[src/rtl/uart_pkg.sv]
// Shared UART definitions used by both the transmitter and the receiver.
package uart_pkg;

  typedef enum logic [2:0] {
    IDLE  = 3'd0,
    START = 3'd1,
    DATA  = 3'd2,
    STOP  = 3'd3,
    BREAK = 3'd4
  } uart_rx_state_t;

  localparam logic UART_IDLE_LEVEL = 1'b1;

  // Rounded-to-nearest clock cycles per bit for a given clock and baud rate.
  function automatic int clks_per_bit(input int f_clk, input int baud);
    return (f_clk + (baud / 2)) / baud;
  endfunction

endpackage

[src/rtl/uart_sync.sv]
// Two-flop synchroniser for an asynchronous single-bit input, with a selectable reset level.
module uart_sync #(
  parameter logic RESET_VAL = 1'b1
) (
  input  logic clk,
  input  logic rst,
  input  logic d,
  output logic q
);

  logic meta_q;
  logic sync_q;

  always_ff @(posedge clk or posedge rst) begin
    if (rst) begin
      meta_q <= RESET_VAL;
      sync_q <= RESET_VAL;
    end else begin
      meta_q <= d;
      sync_q <= meta_q;
    end
  end

  assign q = sync_q;

endmodule

[src/rtl/uart_rx.sv]
// UART receiver: start/data/stop framing, mid-bit sampling, break handling after a framing error.
module uart_rx
  import uart_pkg::*;
#(
  parameter int DATA_WIDTH   = 8,
  parameter int CLKS_PER_BIT = 87
) (
  input  logic                  CLK,
  input  logic                  RST,
  input  logic                  SERIAL_RX,
  output logic [DATA_WIDTH-1:0] dout,
  output logic                  VALID,
  output logic                  FRAME_ERR,
  output logic                  BUSY,
  output uart_rx_state_t        state_dbg
);

  localparam int CW = $clog2(CLKS_PER_BIT);
  localparam int IW = $clog2(DATA_WIDTH);
  localparam logic [CW-1:0] CNT_MAX = CW'(CLKS_PER_BIT - 1);
  localparam logic [CW-1:0] CNT_MID = CW'((CLKS_PER_BIT - 1) / 2);
  localparam logic [IW-1:0] IDX_MAX = IW'(DATA_WIDTH - 1);

  logic rx_s;

  uart_sync #(.RESET_VAL(UART_IDLE_LEVEL)) u_sync (
    .clk (CLK),
    .rst (RST),
    .d   (SERIAL_RX),
    .q   (rx_s)
  );

  uart_rx_state_t        state_q, state_d;
  logic [CW-1:0]         cnt_q, cnt_d;
  logic [IW-1:0]         idx_q, idx_d;
  logic [DATA_WIDTH-1:0] shift_q, shift_d;
  logic [DATA_WIDTH-1:0] dout_q, dout_d;
  logic                  valid_q, valid_d;
  logic                  ferr_q, ferr_d;

  always_ff @(posedge CLK or posedge RST) begin
    if (RST) begin
      state_q <= IDLE;
      cnt_q   <= '0;
      idx_q   <= '0;
      shift_q <= '0;
      dout_q  <= '0;
      valid_q <= 1'b0;
      ferr_q  <= 1'b0;
    end else begin
      state_q <= state_d;
      cnt_q   <= cnt_d;
      idx_q   <= idx_d;
      shift_q <= shift_d;
      dout_q  <= dout_d;
      valid_q <= valid_d;
      ferr_q  <= ferr_d;
    end
  end

  always_comb begin
    state_d = state_q;
    cnt_d   = cnt_q;
    idx_d   = idx_q;
    shift_d = shift_q;
    dout_d  = dout_q;
    valid_d = 1'b0;
    ferr_d  = 1'b0;
    case (state_q)
      IDLE: begin
        if (rx_s != UART_IDLE_LEVEL) begin
          cnt_d   = '0;
          state_d = START;
        end
      end
      START: begin
        // A start bit that is high again by its centre was only a glitch.
        if (cnt_q == CNT_MID) begin
          cnt_d = '0;
          if (rx_s != UART_IDLE_LEVEL) begin
            idx_d   = '0;
            state_d = DATA;
          end else begin
            state_d = IDLE;
          end
        end else begin
          cnt_d = cnt_q + CW'(1);
        end
      end
      DATA: begin
        if (cnt_q == CNT_MAX) begin
          cnt_d          = '0;
          shift_d[idx_q] = rx_s;
          if (idx_q == IDX_MAX) begin
            state_d = STOP;
          end else begin
            idx_d = idx_q + IW'(1);
          end
        end else begin
          cnt_d = cnt_q + CW'(1);
        end
      end
      STOP: begin
        if (cnt_q == CNT_MAX) begin
          cnt_d  = '0;
          dout_d = shift_q;
          if (rx_s == UART_IDLE_LEVEL) begin
            valid_d = 1'b1;
            state_d = IDLE;
          end else begin
            ferr_d  = 1'b1;
            state_d = BREAK;
          end
        end else begin
          cnt_d = cnt_q + CW'(1);
        end
      end
      BREAK: begin
        // Hold off start detection until the line returns to idle.
        if (rx_s == UART_IDLE_LEVEL) begin
          state_d = IDLE;
        end
      end
      default: state_d = IDLE;
    endcase
  end

  // Output contract: no ready/backpressure. VALID or FRAME_ERR is a single-cycle
  // registered pulse (never both); dout holds the word until the next frame ends.
  assign dout      = dout_q;
  assign VALID     = valid_q;
  assign FRAME_ERR = ferr_q;
  assign BUSY      = (state_q != IDLE);
  assign state_dbg = state_q;

endmodule
[config.mk]
export PLATFORM = sky130hd
export DESIGN_NAME = uart_rx
export DESIGN_NICKNAME = d
export VERILOG_FILES = /design/src/rtl/uart_pkg.sv /design/src/rtl/uart_sync.sv /design/src/rtl/uart_rx.sv
export SDC_FILE = /design/constraint.sdc
export NUM_CORES = 1
export LEC_CHECK = 0
export CAP_MARGIN = 20
export CELL_PAD_IN_SITES_DETAIL_PLACEMENT = 1
export CELL_PAD_IN_SITES_GLOBAL_PLACEMENT = 1
export CORE_AREA = 2 2 61 63
export CTS_BUF_LIST = sky130_fd_sc_hd__clkbuf_4 sky130_fd_sc_hd__clkbuf_8
export DETAILED_ROUTE_END_ITERATION = 8
export DIE_AREA = 0 0 63 65
export GPL_ROUTABILITY_DRIVEN = 0
export GPL_TIMING_DRIVEN = 0
export PLACE_DENSITY_LB_ADDON = 0.1
export SLEW_MARGIN = 0
export SYNTH_ARGS = -nofsm -noshare
export SYNTH_HDL_FRONTEND = slang
export SYNTH_SLANG_ARGS = --single-unit
[constraint.sdc]
create_clock -name CLK -period 5.35 [get_ports CLK]
set_clock_uncertainty 0.15 [all_clocks]
set_input_delay 0.535 -clock CLK [delete_from_list [all_inputs] [get_ports CLK]]
set_output_delay 0.535 -clock CLK [all_outputs]
set_load 0.1 [all_outputs]
==> summary.md <==
| Metric | Value |
|---|---|
| Status | `finished clean` |
| Post_cts resized | `0` |
| Ys async rst share | `100%` |
| Pwr/cell area | `236 mW/mm2` |
| # hold bufs at CTS | `0` |
| Final Critical Period | `3.19 ns` |
| Seq cells post-synth | `33` |
| # clock sinks | `33` |
| CP Data Arrival Time | `2.50 ns` |
| Max cap viols | `0` |
| Io pins | `17` |
| Initial Util | `46.8%` |
| GRT Util Overall | `20.2%` |
| Fin. Hold Viols | `0` |
| Vias in the first global route | `1,314` |
| Area leader, netlist | `dfrtp_1` |
| First-pass DRT Iterations | `4` |
| I/O Buffers | `16` |
| Chip Height | `65 um` |
| Worst r2r dst | `shift_q[2]` |
| Synth area leaders | `dfrtp_1, mux2_4, nand2_1` |
| WHS | `0.211 ns` |
| Crit start category | `flop` |
| Hold path cells | `0` |
| CP endpoint kind | `output pin` |
| Ratio of final minimum period to clock period | `59.5%` |
| Setup TNS | `0 ns` |
| Horiz. Die Dim | `63 um` |
| Lkg Pwr | `0.000902 uW` |
| Die area | `0.00410 mm2` |
| Synthesis-to-finish area growth | `18.5%` |
| DP Cell Count | `214` |
| Row cnt | `22` |
| Flop2flop setup slack | `3.31 ns` |
| Share of cells above drive strength 1 | `19.5%` |
| Hold endpoint | `u_sync.q` |
| Routed len/inst | `15.8 um` |
| Sequential area share after synthesis | `50.6%` |
| Mean Syn Cell Area | `11.0 um2` |
| Largest family of logic cells by synthesized area | `simple AND/OR/NAND/NOR gates` |
| Xor-xnor portion of the synthesized cell area | `0%` |
| Synth Warn # | `0` |
| Mapped Cells | `149` |
| CP startpoint | `state_dbg[2]` |
| Detailed Route WL | `3.50 mm` |
| CTS Buffer Depth | `2` |
| Synth cell types | `42` |
| Synth Area in Compound Gates | `9.94%` |
| Synthesized Nets | `156` |
| Initial antenna violation count | `0` |
| Multiplexer area fraction after synthesis | `13.1%` |
| EDFF count, synth | `0` |
| Vias per cell | `5.36` |
| Crit Path Class | `reg -> out` |
| Clock transition at path regs | `0.10 ns` |
| Max H-tree Level | `2` |
| CP Data Required Time | `4.66 ns` |
| Initial drt markers | `38` |
| CP max-delay cell | `clkdlybuf4s50_1` |
| Slew Limit Headroom | `34.6%` |
| CP Cell Sequence | `clkbuf_1 > nor2_1 > nand2_1 > clkdlybuf4s50_1` |
| Post-DP HPWL | `2.71 mm` |
| Primary FF master, synth | `dfrtp_1` |
| Simple-Gate Fraction of Synth Area | `19.1%` |
| Synth Area in Adders | `3.06%` |
| Vias | `1,190` |
| Num CTS Buffers | `5` |
| Final #Nets | `180` |
| Post-Synthesis Cell Area | `0.00164 mm2` |
| Final setup viols | `0` |
| Final Util | `55.5%` |
| Routed Antenna Nets | `0` |
| FF-to-FF Start | `cnt_q[0]` |
| Total grt overflow | `0` |
| Layout Cells excl Fill | `222` |
| Pin count of the biggest net entering global routing | `24` |
| Worst-path maximum fanout | `10` |
| Worst-Skew Late Latency | `0.34 ns` |
| Setup Buffers After CTS | `0` |
| Core ar. | `0.00350 mm2` |
| Peak supply drop | `0.0000939 V` |
| RSZ-0062 raised after global routing | `false` |
| Clock tree root driver cell | `clkbuf_4` |
| Worst Reg-to-Reg Cells | `6` |
| Least-Margin Pin Slew | `0.978 ns` |
| First-pass GRT wire length | `6.25 mm` |
| F_max | `314 MHz` |
| Share of the synthesized area in the top cell type | `47.4%` |
| Worst Hold Launch | `u_sync.meta_q` |
| Number of fill cells | `403` |
| Antenna Cells | `0` |
| CTS tree | `built` |
| Pins Over Slew Limit | `0` |
| Critical Path Max Stage Delay | `1.13 ns` |
| Remaining DRCs | `0` |
| Hold WC Path Type | `reg -> reg` |
-- report_power, final --
part | total, uW | internal (uW) | switching (uW) | leakage, uW
logic | 58.1 | 16.5 | 41.6 | 0.000420
registers | 260 | 255 | 4.93 | 0.000446
clock network | 139 | 55.0 | 83.6 | 0.0000354
total | 457 | 327 | 130 | 0.000902
-- flip-flops by register name (all words and copies together), names as in the netlist --
signal and cells:
VALID 1, idx_q 3, FRAME_ERR 1, shift_q 8, u_sync.q 1, state_dbg 3, cnt_q 7, u_sync.meta_q 1
dout 8
-- kinds of logic (layout without fill, tap and decap cells) --
kind of cell               count (synthesis)  in the layout
muxes                                     17             17
buffers and inverters                     16             41
adders and majority gates                  4              4
AOI/OAI and AO/OA                         25             25
DFF                                       33             33
and+or+nand+nor                           54             54
-- through the flow --
step                power, uW  worst slack, ns  instance area (um2)
floorplan                 305             2.63                 1640
global placement          319             2.57                 1860
detailed placement        324             2.54                 1880
CTS                       463             2.15                 1940
global route              482             2.04                 1940
finish                    457             2.16                 1940
-- area by class of cell --
| type | count | area [um2] | share of cell area (%) |
|---|---|---|---|
| buffer | 7 | 35.0 | 1.81 |
| clock buffer | 6 | 45.0 | 2.32 |
| clock inverter | 2 | 10.0 | 0.516 |
| inverter | 9 | 33.8 | 1.74 |
| multi-input combinational | 100 | 739 | 38.1 |
| sequential | 33 | 828 | 42.7 |
| tap | 48 | 60.1 | 3.10 |
| timing repair buffer | 17 | 188 | 9.68 |
-- layout by cell type, fill, tap and decap left out, drive strengths merged, types with 3 or more instances in the layout --
cell type / synthesis / layout
nand3: 5 / 5
mux2: 14 / 14
clkdlybuf4s50: 0 / 16
nand4: 3 / 3
ha: 4 / 4
nor4: 3 / 3
nor3b: 3 / 3
nand2: 18 / 18
o211ai: 6 / 6
buf: 2 / 3
mux2i: 3 / 3
a21oi: 4 / 4
inv: 9 / 9
clkbuf: 5 / 11
dfrtp: 31 / 31
o21ai: 9 / 9
nor2: 6 / 6
nor2b: 3 / 3
-- layer usage --
| layer | GRT usage, % | share of wire (%) |
|---|---|---|
| met4 | 8.33 | 1.9 |
| met3 | 4.34 | 2.7 |
| met1 | 23.5 | 42 |
| met5 | 0 | 0 |
| met2 | 36.2 | 54 |
-- how the worst max path moves through the flow --
stage | endpoint | slack (ns) | cells past startpoint
after detailed placement | BUSY | 2.54 | 4
after floorplan | BUSY | 2.63 | 3
after CTS | BUSY | 2.15 | 4
final | BUSY | 2.16 | 4
after global placement | BUSY | 2.57 | 4
after global routing | BUSY | 2.04 | 4
-- critical path: cells and delay by family, from the launching register on --
kind	cells	cell delay, ns
buffers and inverters	2	1.49
DFF	1	0.36
and+or+nand+nor	2	0.31
-- cells in the mapped netlist (all sizes together), types with 3 or more instances --
cell type	instances
dfrtp	31
nand2	18
mux2	14
inv	9
o21ai	9
nor2	6
o211ai	6
clkbuf	5
nand3	5
a21oi	4
ha	4
mux2i	3
nand4	3
nor2b	3
nor3b	3
nor4	3
Note: power is estimated with default switching activity, not from simulation.
